## src/rtl/ex_mem_pipe_stage.sv

```systemverilog
`default_nettype none
// ============================================================================
// Module  : ex_mem_pipe_stage
// Brief   : EX->MEM pipeline register, 2-entry skid buffer, registered ready.
// Revision: 1.0  initial release
// ============================================================================
module ex_mem_pipe_stage #(
    parameter int                DATA_W   = 32,
    parameter int                PC_W     = 32,
    parameter int                INS_W    = 32,
    parameter logic [PC_W-1:0]   RESET_PC = 32'h00003000,
    parameter logic [INS_W-1:0]  NOP_INS  = '0
) (
    input  logic              clk,
    input  logic              rst,
    input  logic              flush,
    input  logic              in_valid,
    output logic              in_ready,
    input  logic [DATA_W-1:0] alu_out,
    input  logic [DATA_W-1:0] write_data,
    input  logic [PC_W-1:0]   pc8,
    input  logic [INS_W-1:0]  ins,
    output logic              out_valid,
    input  logic              out_ready,
    output logic [DATA_W-1:0] alu_out_m,
    output logic [DATA_W-1:0] write_data_m,
    output logic [PC_W-1:0]   pc8_m,
    output logic [INS_W-1:0]  ins_m,
    output logic [1:0]        occupancy
);

    typedef enum logic [1:0] {
        S_EMPTY = 2'd0,
        S_ONE   = 2'd1,
        S_TWO   = 2'd2
    } state_t;

    localparam logic [DATA_W-1:0] c_DATA_ZERO = '0;

    state_t            r_state;
    logic              r_in_ready;
    logic              r_out_valid;
    logic [1:0]        r_occupancy;
    logic [DATA_W-1:0] r_main_alu;
    logic [DATA_W-1:0] r_main_wd;
    logic [PC_W-1:0]   r_main_pc8;
    logic [INS_W-1:0]  r_main_ins;
    logic [DATA_W-1:0] r_skid_alu;
    logic [DATA_W-1:0] r_skid_wd;
    logic [PC_W-1:0]   r_skid_pc8;
    logic [INS_W-1:0]  r_skid_ins;

    logic w_push;
    logic w_pop;

    assign w_push = in_valid & r_in_ready;
    assign w_pop  = r_out_valid & out_ready;

    // Every output comes straight from a register, so MEM never sees logic
    // depending on EX inputs and EX never sees logic depending on out_ready.
    always_ff @(posedge clk or negedge rst) begin
        if (!rst) begin
            r_state     <= S_EMPTY;
            r_in_ready  <= 1'b1;
            r_out_valid <= 1'b0;
            r_occupancy <= 2'd0;
            r_main_alu  <= c_DATA_ZERO;
            r_main_wd   <= c_DATA_ZERO;
            r_main_pc8  <= RESET_PC;
            r_main_ins  <= NOP_INS;
            r_skid_alu  <= c_DATA_ZERO;
            r_skid_wd   <= c_DATA_ZERO;
            r_skid_pc8  <= RESET_PC;
            r_skid_ins  <= NOP_INS;
        end else if (flush) begin
            r_state     <= S_EMPTY;
            r_in_ready  <= 1'b1;
            r_out_valid <= 1'b0;
            r_occupancy <= 2'd0;
            r_main_alu  <= c_DATA_ZERO;
            r_main_wd   <= c_DATA_ZERO;
            r_main_pc8  <= RESET_PC;
            r_main_ins  <= NOP_INS;
            r_skid_alu  <= c_DATA_ZERO;
            r_skid_wd   <= c_DATA_ZERO;
            r_skid_pc8  <= RESET_PC;
            r_skid_ins  <= NOP_INS;
        end else begin
            case (r_state)
                S_EMPTY: begin
                    if (w_push) begin
                        r_state     <= S_ONE;
                        r_out_valid <= 1'b1;
                        r_occupancy <= 2'd1;
                        r_main_alu  <= alu_out;
                        r_main_wd   <= write_data;
                        r_main_pc8  <= pc8;
                        r_main_ins  <= ins;
                    end
                end
                S_ONE: begin
                    if (w_push && w_pop) begin
                        r_main_alu <= alu_out;
                        r_main_wd  <= write_data;
                        r_main_pc8 <= pc8;
                        r_main_ins <= ins;
                    end else if (w_push) begin
                        r_state     <= S_TWO;
                        r_in_ready  <= 1'b0;
                        r_occupancy <= 2'd2;
                        r_skid_alu  <= alu_out;
                        r_skid_wd   <= write_data;
                        r_skid_pc8  <= pc8;
                        r_skid_ins  <= ins;
                    end else if (w_pop) begin
                        r_state     <= S_EMPTY;
                        r_out_valid <= 1'b0;
                        r_occupancy <= 2'd0;
                        r_main_alu  <= c_DATA_ZERO;
                        r_main_wd   <= c_DATA_ZERO;
                        r_main_pc8  <= RESET_PC;
                        r_main_ins  <= NOP_INS;
                    end
                end
                S_TWO: begin
                    // Skid entry is older-second: it only ever moves into main.
                    if (w_pop) begin
                        r_state     <= S_ONE;
                        r_in_ready  <= 1'b1;
                        r_occupancy <= 2'd1;
                        r_main_alu  <= r_skid_alu;
                        r_main_wd   <= r_skid_wd;
                        r_main_pc8  <= r_skid_pc8;
                        r_main_ins  <= r_skid_ins;
                        r_skid_alu  <= c_DATA_ZERO;
                        r_skid_wd   <= c_DATA_ZERO;
                        r_skid_pc8  <= RESET_PC;
                        r_skid_ins  <= NOP_INS;
                    end
                end
                default: begin
                    r_state     <= S_EMPTY;
                    r_in_ready  <= 1'b1;
                    r_out_valid <= 1'b0;
                    r_occupancy <= 2'd0;
                end
            endcase
        end
    end

    assign in_ready     = r_in_ready;
    assign out_valid    = r_out_valid;
    assign occupancy    = r_occupancy;
    assign alu_out_m    = r_main_alu;
    assign write_data_m = r_main_wd;
    assign pc8_m        = r_main_pc8;
    assign ins_m        = r_main_ins;

endmodule
`default_nettype wire

```

## config.mk

```make
export PLATFORM = sky130hd
export DESIGN_NAME = ex_mem_pipe_stage
export DESIGN_NICKNAME = d
export VERILOG_FILES = /design/src/rtl/ex_mem_pipe_stage.sv
export SDC_FILE = /design/constraint.sdc
export NUM_CORES = 1
export LEC_CHECK = 0
export ABC_AREA = 1
export BUFFER_PORTS_ARGS = -buffer_cell sky130_fd_sc_hd__buf_4
export CAP_MARGIN = 15
export CORE_ASPECT_RATIO = 1.2
export CORE_MARGIN = 3
export CORE_UTILIZATION = 42
export DETAILED_ROUTE_END_ITERATION = 8
export GPL_ROUTABILITY_DRIVEN = 0
export HOLD_SLACK_MARGIN = 0.05
export PLACE_DENSITY = 0.75
export SLEW_MARGIN = 20
export SYNTH_ARGS = -nofsm -noshare
export SYNTH_HDL_FRONTEND = slang
export SYNTH_SLANG_ARGS = --single-unit
```

## constraint.sdc

```tcl
create_clock -name clk -period 3.9 [get_ports clk]
set_input_delay 0.195 -clock clk [delete_from_list [all_inputs] [get_ports clk]]
set_output_delay 0.195 -clock clk [all_outputs]
set_load 0.02 [all_outputs]
```

======== Word-level counts from Yosys, hierarchy flattened ========
Index checks and enable logic that the tools add are counted.
cells by class
  bitwise logic cells ..................... 2
  div/mod/pow operators ................... 0
  shift operators ......................... 0
  muxes and demuxes ....................... 54
  reduce and logical (&&, ||, !) cells .... 9
  multipliers ............................. 0
  add/sub/neg operators ................... 0
  magnitude comparators ................... 0
  equal/unequal tests ..................... 13
operators by type and width
  cell                  count
  $mux W32              28
  $pmux W32 S3          4
  $pmux W32 S2          4
  $ne A3 B3 Y1 const B  6
  $mux W2               6
  $ne A4 B4 Y1 const B  3
  $reduce_and A4 Y1     3
  $reduce_and A5 Y1     2
  $mux W1               9
  $pmux W1 S3           2
  $pmux W2 S3           1
  $ne A2 B2 Y1 const B  2
  $reduce_bool A4 Y1    1
  $reduce_bool A3 Y1    1
  $and A1 B1 Y1         2
  $eq A2 B1 Y1 const B  1
  $eq A2 B2 Y1 const B  1
  $logic_not A2 Y1      1
  $logic_and A1 B1 Y1   1
storage, ports and cells
  memories kept ........................... 0
  output and inout bits ................... 132
  latch bits .............................. 0
  RAM bits ................................ 0
  register bits ........................... 260
  input port bits ......................... 133
  ROM bits ................................ 0

======== Depth between registers and ports, before layout ========
Gate-level depths: netlist of the first run.
  word-level depth ........................ 6
  mapped depth ............................ 11
  gate-level depth less buffers ........... 9

======== Least setup slack after synthesis of the first run ========
Ideal clock, no wire load.
  path kind ............................... register -> register
  start ................................... register, netlist name occupancy[0]
  end ..................................... register r_main_alu[10], in the netlist alu_out_m[10]
  cell stages (with the launch flop) ...... 11
  path buffers ............................ 3
  arrival ................................. 2.006 ns
  setup slack ............................. 1.829 ns
  data required time ...................... 3.834 ns
  cell sequence ........................... dfrtp_1 -> inv_1 -> ha_1 -> clkbuf_1 -> nand2_1 -> buf_2 -> buf_1 -> nand3_1 -> nand2_1 -> nand2_1 -> nand2_1
RTL lines
  element               line  source
  to (signal assigned)  67    r_main_alu <= c_DATA_ZERO;
  to (signal assigned)  80    r_main_alu <= c_DATA_ZERO;
  to (signal assigned)  95    r_main_alu <= alu_out;
  to (decl)             44    logic [DATA_W-1:0] r_main_alu;

==> impl_metrics.env, run 1 <==
export IMPL_peakVddDrop_mv=0.542
export IMPL_hp_class="in2reg"
export IMPL_syn_avg_cell_area_um2=7.87
export IMPL_cpMaxStageDelayCell="buf_4"
export IMPL_worst_pin_slew_ns=1.00
export IMPL_cts_max_level=1
export IMPL_synth_top_area_share_pct=53.2
export IMPL_ys_types=22
export IMPL_busiest_layer="met2"
export IMPL_grtUsageMet3_pct=3.53
export IMPL_place_area_um2=14100
export IMPL_io_buffer_count=264
export IMPL_synth_ff_latch_count=260
export IMPL_grt_use_met2_pct=38.5
export IMPL_layout_area_overhead_vs_synth_pct=36.1
export IMPL_nets=1991
export IMPL_dieArea_um2=30600
export IMPL_hold_viol_final=0
export IMPL_hold_buffers=129
export IMPL_die_width_um=160
export IMPL_synth_ff_type="dfrtp_1"
export IMPL_grt_pass1_vias=11680
export IMPL_cts_root_buf="clkbuf_16"
export IMPL_nFillCells=2397
export IMPL_remaining_drc_errors=0
export IMPL_start_util_pct=42.8
export IMPL_setup_viol_count_final=0
export IMPL_synth_area_leader_cell="dfrtp_1"
export IMPL_slowest_delay_ns=0.78
export IMPL_final_cells=2253
export IMPL_final_design_area_no_fill_um2=16300
export IMPL_ys_warn_count=0
export IMPL_p_per_area_nw_per_um2=789
export IMPL_avgRoutedWirePerCell_um=15.6
export IMPL_viasPerCell=5.11
export IMPL_mappedNetlistArea_um2=12000
export IMPL_grt_pass1_wl_um=57600
export IMPL_drt_iter0_markers=828
export IMPL_ant_nets=0
export IMPL_start_kind="register"
export IMPL_vias=11518
export IMPL_yosys_cell_count_top_type="nand2_1"
export IMPL_dp_hpwl_um=20800
export IMPL_fin_total_pwr_mw=12.9
export IMPL_cts_made_buffers=27
export IMPL_globalRoute_totalOverflow=0
export IMPL_grt_max_degree=149
export IMPL_leakage_nw=8.50
export IMPL_drt_first_pass_iters=5
export IMPL_status="finished, final reports clean"
export IMPL_syn_num_nets=1661
export IMPL_die_h_um=191
export IMPL_worst_ep_required_time_ns=4.33
export IMPL_synthTopCellsByCount="nand2_1, dfrtp_1, nand3_1, o21ai_0, nor2_1"
export IMPL_antenna_found_initial=1
export IMPL_cp_max_fo=108
export IMPL_synth_top_cells_by_area="dfrtp_1, nand2_1, nand3_1"
export IMPL_clkTransAtPathRegs_ns=0.06
export IMPL_path_cells="inv_1 -> ha_1 -> inv_1 -> nor2_1 -> nand2_1 -> nand2_1 -> nor2_4 -> buf_4 -> nor2_1 -> a21oi_1"
export IMPL_min_period_over_period_pct=68.4
export IMPL_rows=67
export IMPL_period_minus_slack_ns=2.67
export IMPL_syn_inst=1523
export IMPL_fin_worst_skew_ns=0.0170
export IMPL_fmax_mhz=375
export IMPL_cp_end_kind="register"
export IMPL_cts_resized_gates=0
export IMPL_relSlewSlack_pct=33.0
export IMPL_max_cap_viol_count=0
export IMPL_io_pins=265
export IMPL_cts_setup_buffers=0
export IMPL_diodes=0
export IMPL_synth_edf_count=0
export IMPL_synthArstFlopShare_pct=100
export IMPL_slew_viol_final=0
export IMPL_cts_tree="built"
export IMPL_rsz0062_at_grt="false"
export IMPL_critPathArrivalTime_ns=3.10
export IMPL_grt_usage_pct=22.5
export IMPL_multiInputGateArea_um2=4670
export IMPL_place_inst=2073
export IMPL_grt_use_met1_pct=27.8
export IMPL_core_region_area_um2=28000
export IMPL_cts_sinks=260
export IMPL_tns_ns=0
export IMPL_drive_above_1_share_pct=18.4
export IMPL_crit_type="reg2reg"
export IMPL_ys_seq_area_share_pct=54.3
export IMPL_clock_latency_ns=0.53
export IMPL_finalWirelength_um=35200
export IMPL_clk_path_buf_depth=3
export IMPL_regArea_um2=6510
==> cell type report <==
class / instances / share of cell area (%)
clock buffers: 39 / 4.91
clock inverters: 11 / 0.667
inverters: 77 / 1.79
multi-input cells: 1077 / 28.6
flip-flops and latches: 260 / 39.9
well taps: 379 / 2.91
repair buffers: 410 / 21.2
==> state kept, by name (all words and copies together) (netlist names), 32 cells and up <==
register,flops
r_skid_ins,32
ins_m,32
write_data_m,32
alu_out_m,32
r_skid_alu,32
r_skid_pc8,32
r_skid_wd,32
pc8_m,32
==> stage by stage <==
stage                     hold WS [ns]  util [%]  setup slack (ns)
after floorplan                 -0.101         -              1.83
after global placement           0.387      50.3              1.30
after detailed placement         0.390      50.3              1.23
after CTS                       0.0538      58.1              1.21
after global routing            0.0856      58.3              1.02
final                           0.0875      58.3              1.23
==> final timing paths <==
path | to | cells after the start | slack [ns] | start
min reg2reg | pc8_m[12]$_DFFE_PN1P_ | 2 | 0.47 | pc8_m[12]$_DFFE_PN1P_
min | out_valid$_DFFE_PN0P_ | 4 | 0.09 | flush
min in group asynchronous | write_data_m[30]$_DFFE_PN0P_ | 2 | 0.14 | rst
max reg2reg | r_skid_wd[26]$_DFFE_PN0P_ | 10 | 1.23 | occupancy[1]$_DFFE_PN0P_
max in group asynchronous | r_skid_pc8[13]$_DFFE_PN1P_ | 4 | 2.60 | rst
max | r_skid_wd[26]$_DFFE_PN0P_ | 10 | 1.23 | occupancy[1]$_DFFE_PN0P_
==> worst max-delay path, delay by kind of cell (launching register included) <==
family	cells	cell delay, ns
AOI/OAI and AO/OA	1	0.19
adders and majority gates	1	0.26
buffers and inverters	3	1.08
DFF	1	0.42
and+or+nand+nor	5	0.59
==> cells in the final DEF (no fill, tap or decap), types with 27 or more instances in the layout <==
cell / synthesis / routed
dlygate4sd3_1: 0 / 129
clkbuf_16: 0 / 27
o21ai_0: 120 / 120
nand3_1: 198 / 197
buf_4: 14 / 277
nand2_1: 589 / 587
inv_1: 74 / 74
dfrtp_1: 255 / 255
nor2_1: 76 / 75
a21oi_1: 65 / 65
==> power by group <==
group | switching (mW) | internal (mW)
clock network | 1.06 | 1.55
registers | 0.662 | 3.91
logic | 3.71 | 1.98
==> cells by family after synthesis <==
family,synth area share [%]
AO/OA/AOI/OAI,8.58
flip-flops,54.3
AND/OR/NAND/NOR,29.5
adder cells (fa/ha/maj),0.522
buffers and inverters,7.11
==> per-layer routing <==
layer / wire [um] / share of wire (%)
met5: 10 / 0.028
met2: 17100 / 48
met3: 2070 / 5.9
met1: 14200 / 40
met4: 1850 / 5.2
No activity file was read; power rests on OpenSTA's default activity.
==> run 2: changes to the inputs <==
- ABC_AREA: 1 -> 0
- PLACE_DENSITY: 0.75 -> 0.76
- clock period: 3.9 -> 2.6 ns (I/O delays scaled with it)
==> impl_metrics.env, run 2 <==
export IMPL_hp_class="in2reg"
export IMPL_worst_pin_slew_ns=0.692
export IMPL_io_buffer_count=264
export IMPL_syn_num_nets=1324
export IMPL_period_minus_slack_ns=2.44
export IMPL_p_sw_share_pct=41.0
export IMPL_synthArstFlopShare_pct=100
export IMPL_yosys_cell_count_top_type="dfrtp_1"
export IMPL_syn_inst=1186
export IMPL_critPathArrivalTime_ns=2.81
export IMPL_viasPerCell=5.64
export IMPL_ys_warn_count=0
export IMPL_drive_above_1_share_pct=24.7
export IMPL_avgRoutedWirePerCell_um=18.7
export IMPL_dp_hpwl_um=20000
export IMPL_synth_area_leader_cell="dfrtp_1"
export IMPL_cp_end_kind="register"
export IMPL_hold_slack_ns=0.0860
export IMPL_cp_max_fo=89
export IMPL_cts_sinks=260
export IMPL_start_util_pct=43.0
export IMPL_synthTopCellsByCount="dfrtp_1, nand2_1, nor2_1, a221oi_1, nor3_1"
export IMPL_p_seq_share_pct=33.3
export IMPL_grt_max_degree=98
export IMPL_rows=65
export IMPL_cts_max_level=1
export IMPL_synth_top_cells_by_area="dfrtp_1, a221oi_1, nand2_1"
export IMPL_slew_viol_final=0
export IMPL_peakVddDrop_mv=0.713
export IMPL_worst_ep_required_time_ns=2.98
export IMPL_synth_edf_count=0
export IMPL_core_region_area_um2=26400
export IMPL_clock_latency_ns=0.52
export IMPL_clk_path_buf_depth=3
export IMPL_start_kind="register"
export IMPL_globalRoute_totalOverflow=0
export IMPL_grt_pass1_vias=10897
export IMPL_grt_pass1_wl_um=56200
export IMPL_power_share_combinational_pct=45.9
export IMPL_ant_nets=0
export IMPL_finalWirelength_um=35200
export IMPL_fin_ws_ns=0.161
export IMPL_mappedNetlistArea_um2=11400
export IMPL_rrSetupSlack_ns=0.16
export IMPL_cts_made_buffers=27
export IMPL_synth_top_area_share_pct=56.1
export IMPL_rsz0062_at_grt="false"
export IMPL_dp_worst_setup_slack_ns=0.196
export IMPL_ys_seq_area_share_pct=57.3
export IMPL_tns_ns=0
export IMPL_clkTransAtPathRegs_ns=0.06
export IMPL_dieArea_um2=29100
export IMPL_hold_viol_final=0
export IMPL_p_per_area_nw_per_um2=1210
export IMPL_drt_iter0_markers=797
export IMPL_antenna_found_initial=2
export IMPL_pwr_share_clk_pct=20.8
export IMPL_nets=1664
export IMPL_crit_type="reg2reg"
export IMPL_cts_tree="built"
export IMPL_layout_area_overhead_vs_synth_pct=40.1
export IMPL_synth_ff_latch_count=260
export IMPL_leakage_nw=7.41
export IMPL_layout_commonest_cell="buf_4"
export IMPL_final_cell_mix="buf_4, dfrtp_1, nand2_1"
export IMPL_die_h_um=186
export IMPL_io_pins=265
export IMPL_fin_worst_skew_ns=0.00922
export IMPL_p_switching_mw=7.92
export IMPL_die_width_um=156
export IMPL_max_cap_viol_count=0
export IMPL_syn_avg_cell_area_um2=9.58
export IMPL_fmax_mhz=410
export IMPL_ys_types=42
export IMPL_relSlewSlack_pct=53.8
export IMPL_intPower_mw=11.4
export IMPL_vias=10612
export IMPL_grt_usage_pct=23.6
export IMPL_status="finished, final reports clean"
export IMPL_min_period_over_period_pct=93.8
export IMPL_synth_ff_type="dfrtp_1"
export IMPL_remaining_drc_errors=0
export IMPL_drt_first_pass_iters=5
export IMPL_cts_root_buf="clkbuf_16"
export IMPL_setup_viol_count_final=0
-- run 2: cells by family after synthesis --
| family | share of synthesized area (%) |
|---|---|
| compound gates | 17.5 |
| xor+xnor | 0.0771 |
| fa+ha+maj | 0.550 |
| buf+inv | 4.88 |
| flops | 57.3 |
| mux | 0.0881 |
| simple gates | 19.6 |
-- run 2: metal layers --
metal	up-vias	wire [um]	track usage, %
li1	4862	-	-
met1	5137	14000	29.6
met2	512	17300	40.9
met3	101	2590	3.98
met4	0	1290	9.32
met5	-	0	0
-- run 2: worst max-delay path, cell delays in order (launching register included) --
cell and delay (ns):
dfrtp_1 0.47, inv_1 0.11, ha_1 0.33, a2bb2oi_1 0.20
or3_4 0.43, buf_12 0.22, a221oi_1 0.37, nor3_1 0.10
-- run 2: power by group through the flow --
stage,clock network [mW],logic [mW],registers [mW]
after global routing,4.29,9.59,6.58
final,4.01,8.84,6.43
after CTS,4.10,8.79,6.41
after floorplan,0,3.97,7.55
after global placement,0,8.46,6.41
after detailed placement,0,8.59,6.45
-- run 2: what timing repair did --
action,CTS,global route
gates resized for setup,0,0
endpoints found under the hold margin,332,0
endpoints found under the setup margin,0,0
buffers inserted,0,0
hold buffers,130,0
-- run 2: final cells by class --
class / instances / area [um^2]
fillers: 2090 / 10500
flip-flops and latches: 260 / 6510
multi-input cells: 810 / 4330
repair buffers: 423 / 3720
clock buffers: 38 / 767
well taps: 335 / 419
clock inverters: 10 / 153
inverters: 4 / 15.0
diodes: 3 / 7.51
-- run 2: final timing paths --
path | depth (start not counted) | startpoint | end
hold / removal | 4 | out_ready | out_valid$_DFFE_PN0P_
setup / recovery | 7 | occupancy[0]$_DFFE_PN0P_ | ins_m[29]$_DFFE_PN0P_
max in group asynchronous | 3 | rst | r_skid_ins[6]$_DFFE_PN0P_
hold reg to reg | 2 | r_skid_pc8[12]$_DFFE_PN1P_ | r_skid_pc8[12]$_DFFE_PN1P_
min in group asynchronous | 2 | rst | pc8_m[21]$_DFFE_PN0P_
setup reg to reg | 7 | occupancy[0]$_DFFE_PN0P_ | ins_m[29]$_DFFE_PN0P_
-- run 2: per-stage QoR --
stage	instances	total power, mW	utilization (%)	cell area (um^2)
after CTS	1880	19.3	60.2	15900
after global placement	1702	14.9	51.8	13700
after detailed placement	1702	15.0	51.8	13700
after global routing	1882	20.5	60.2	15900
final	1883	19.3	60.2	15900
after floorplan	1186	11.5	-	11400
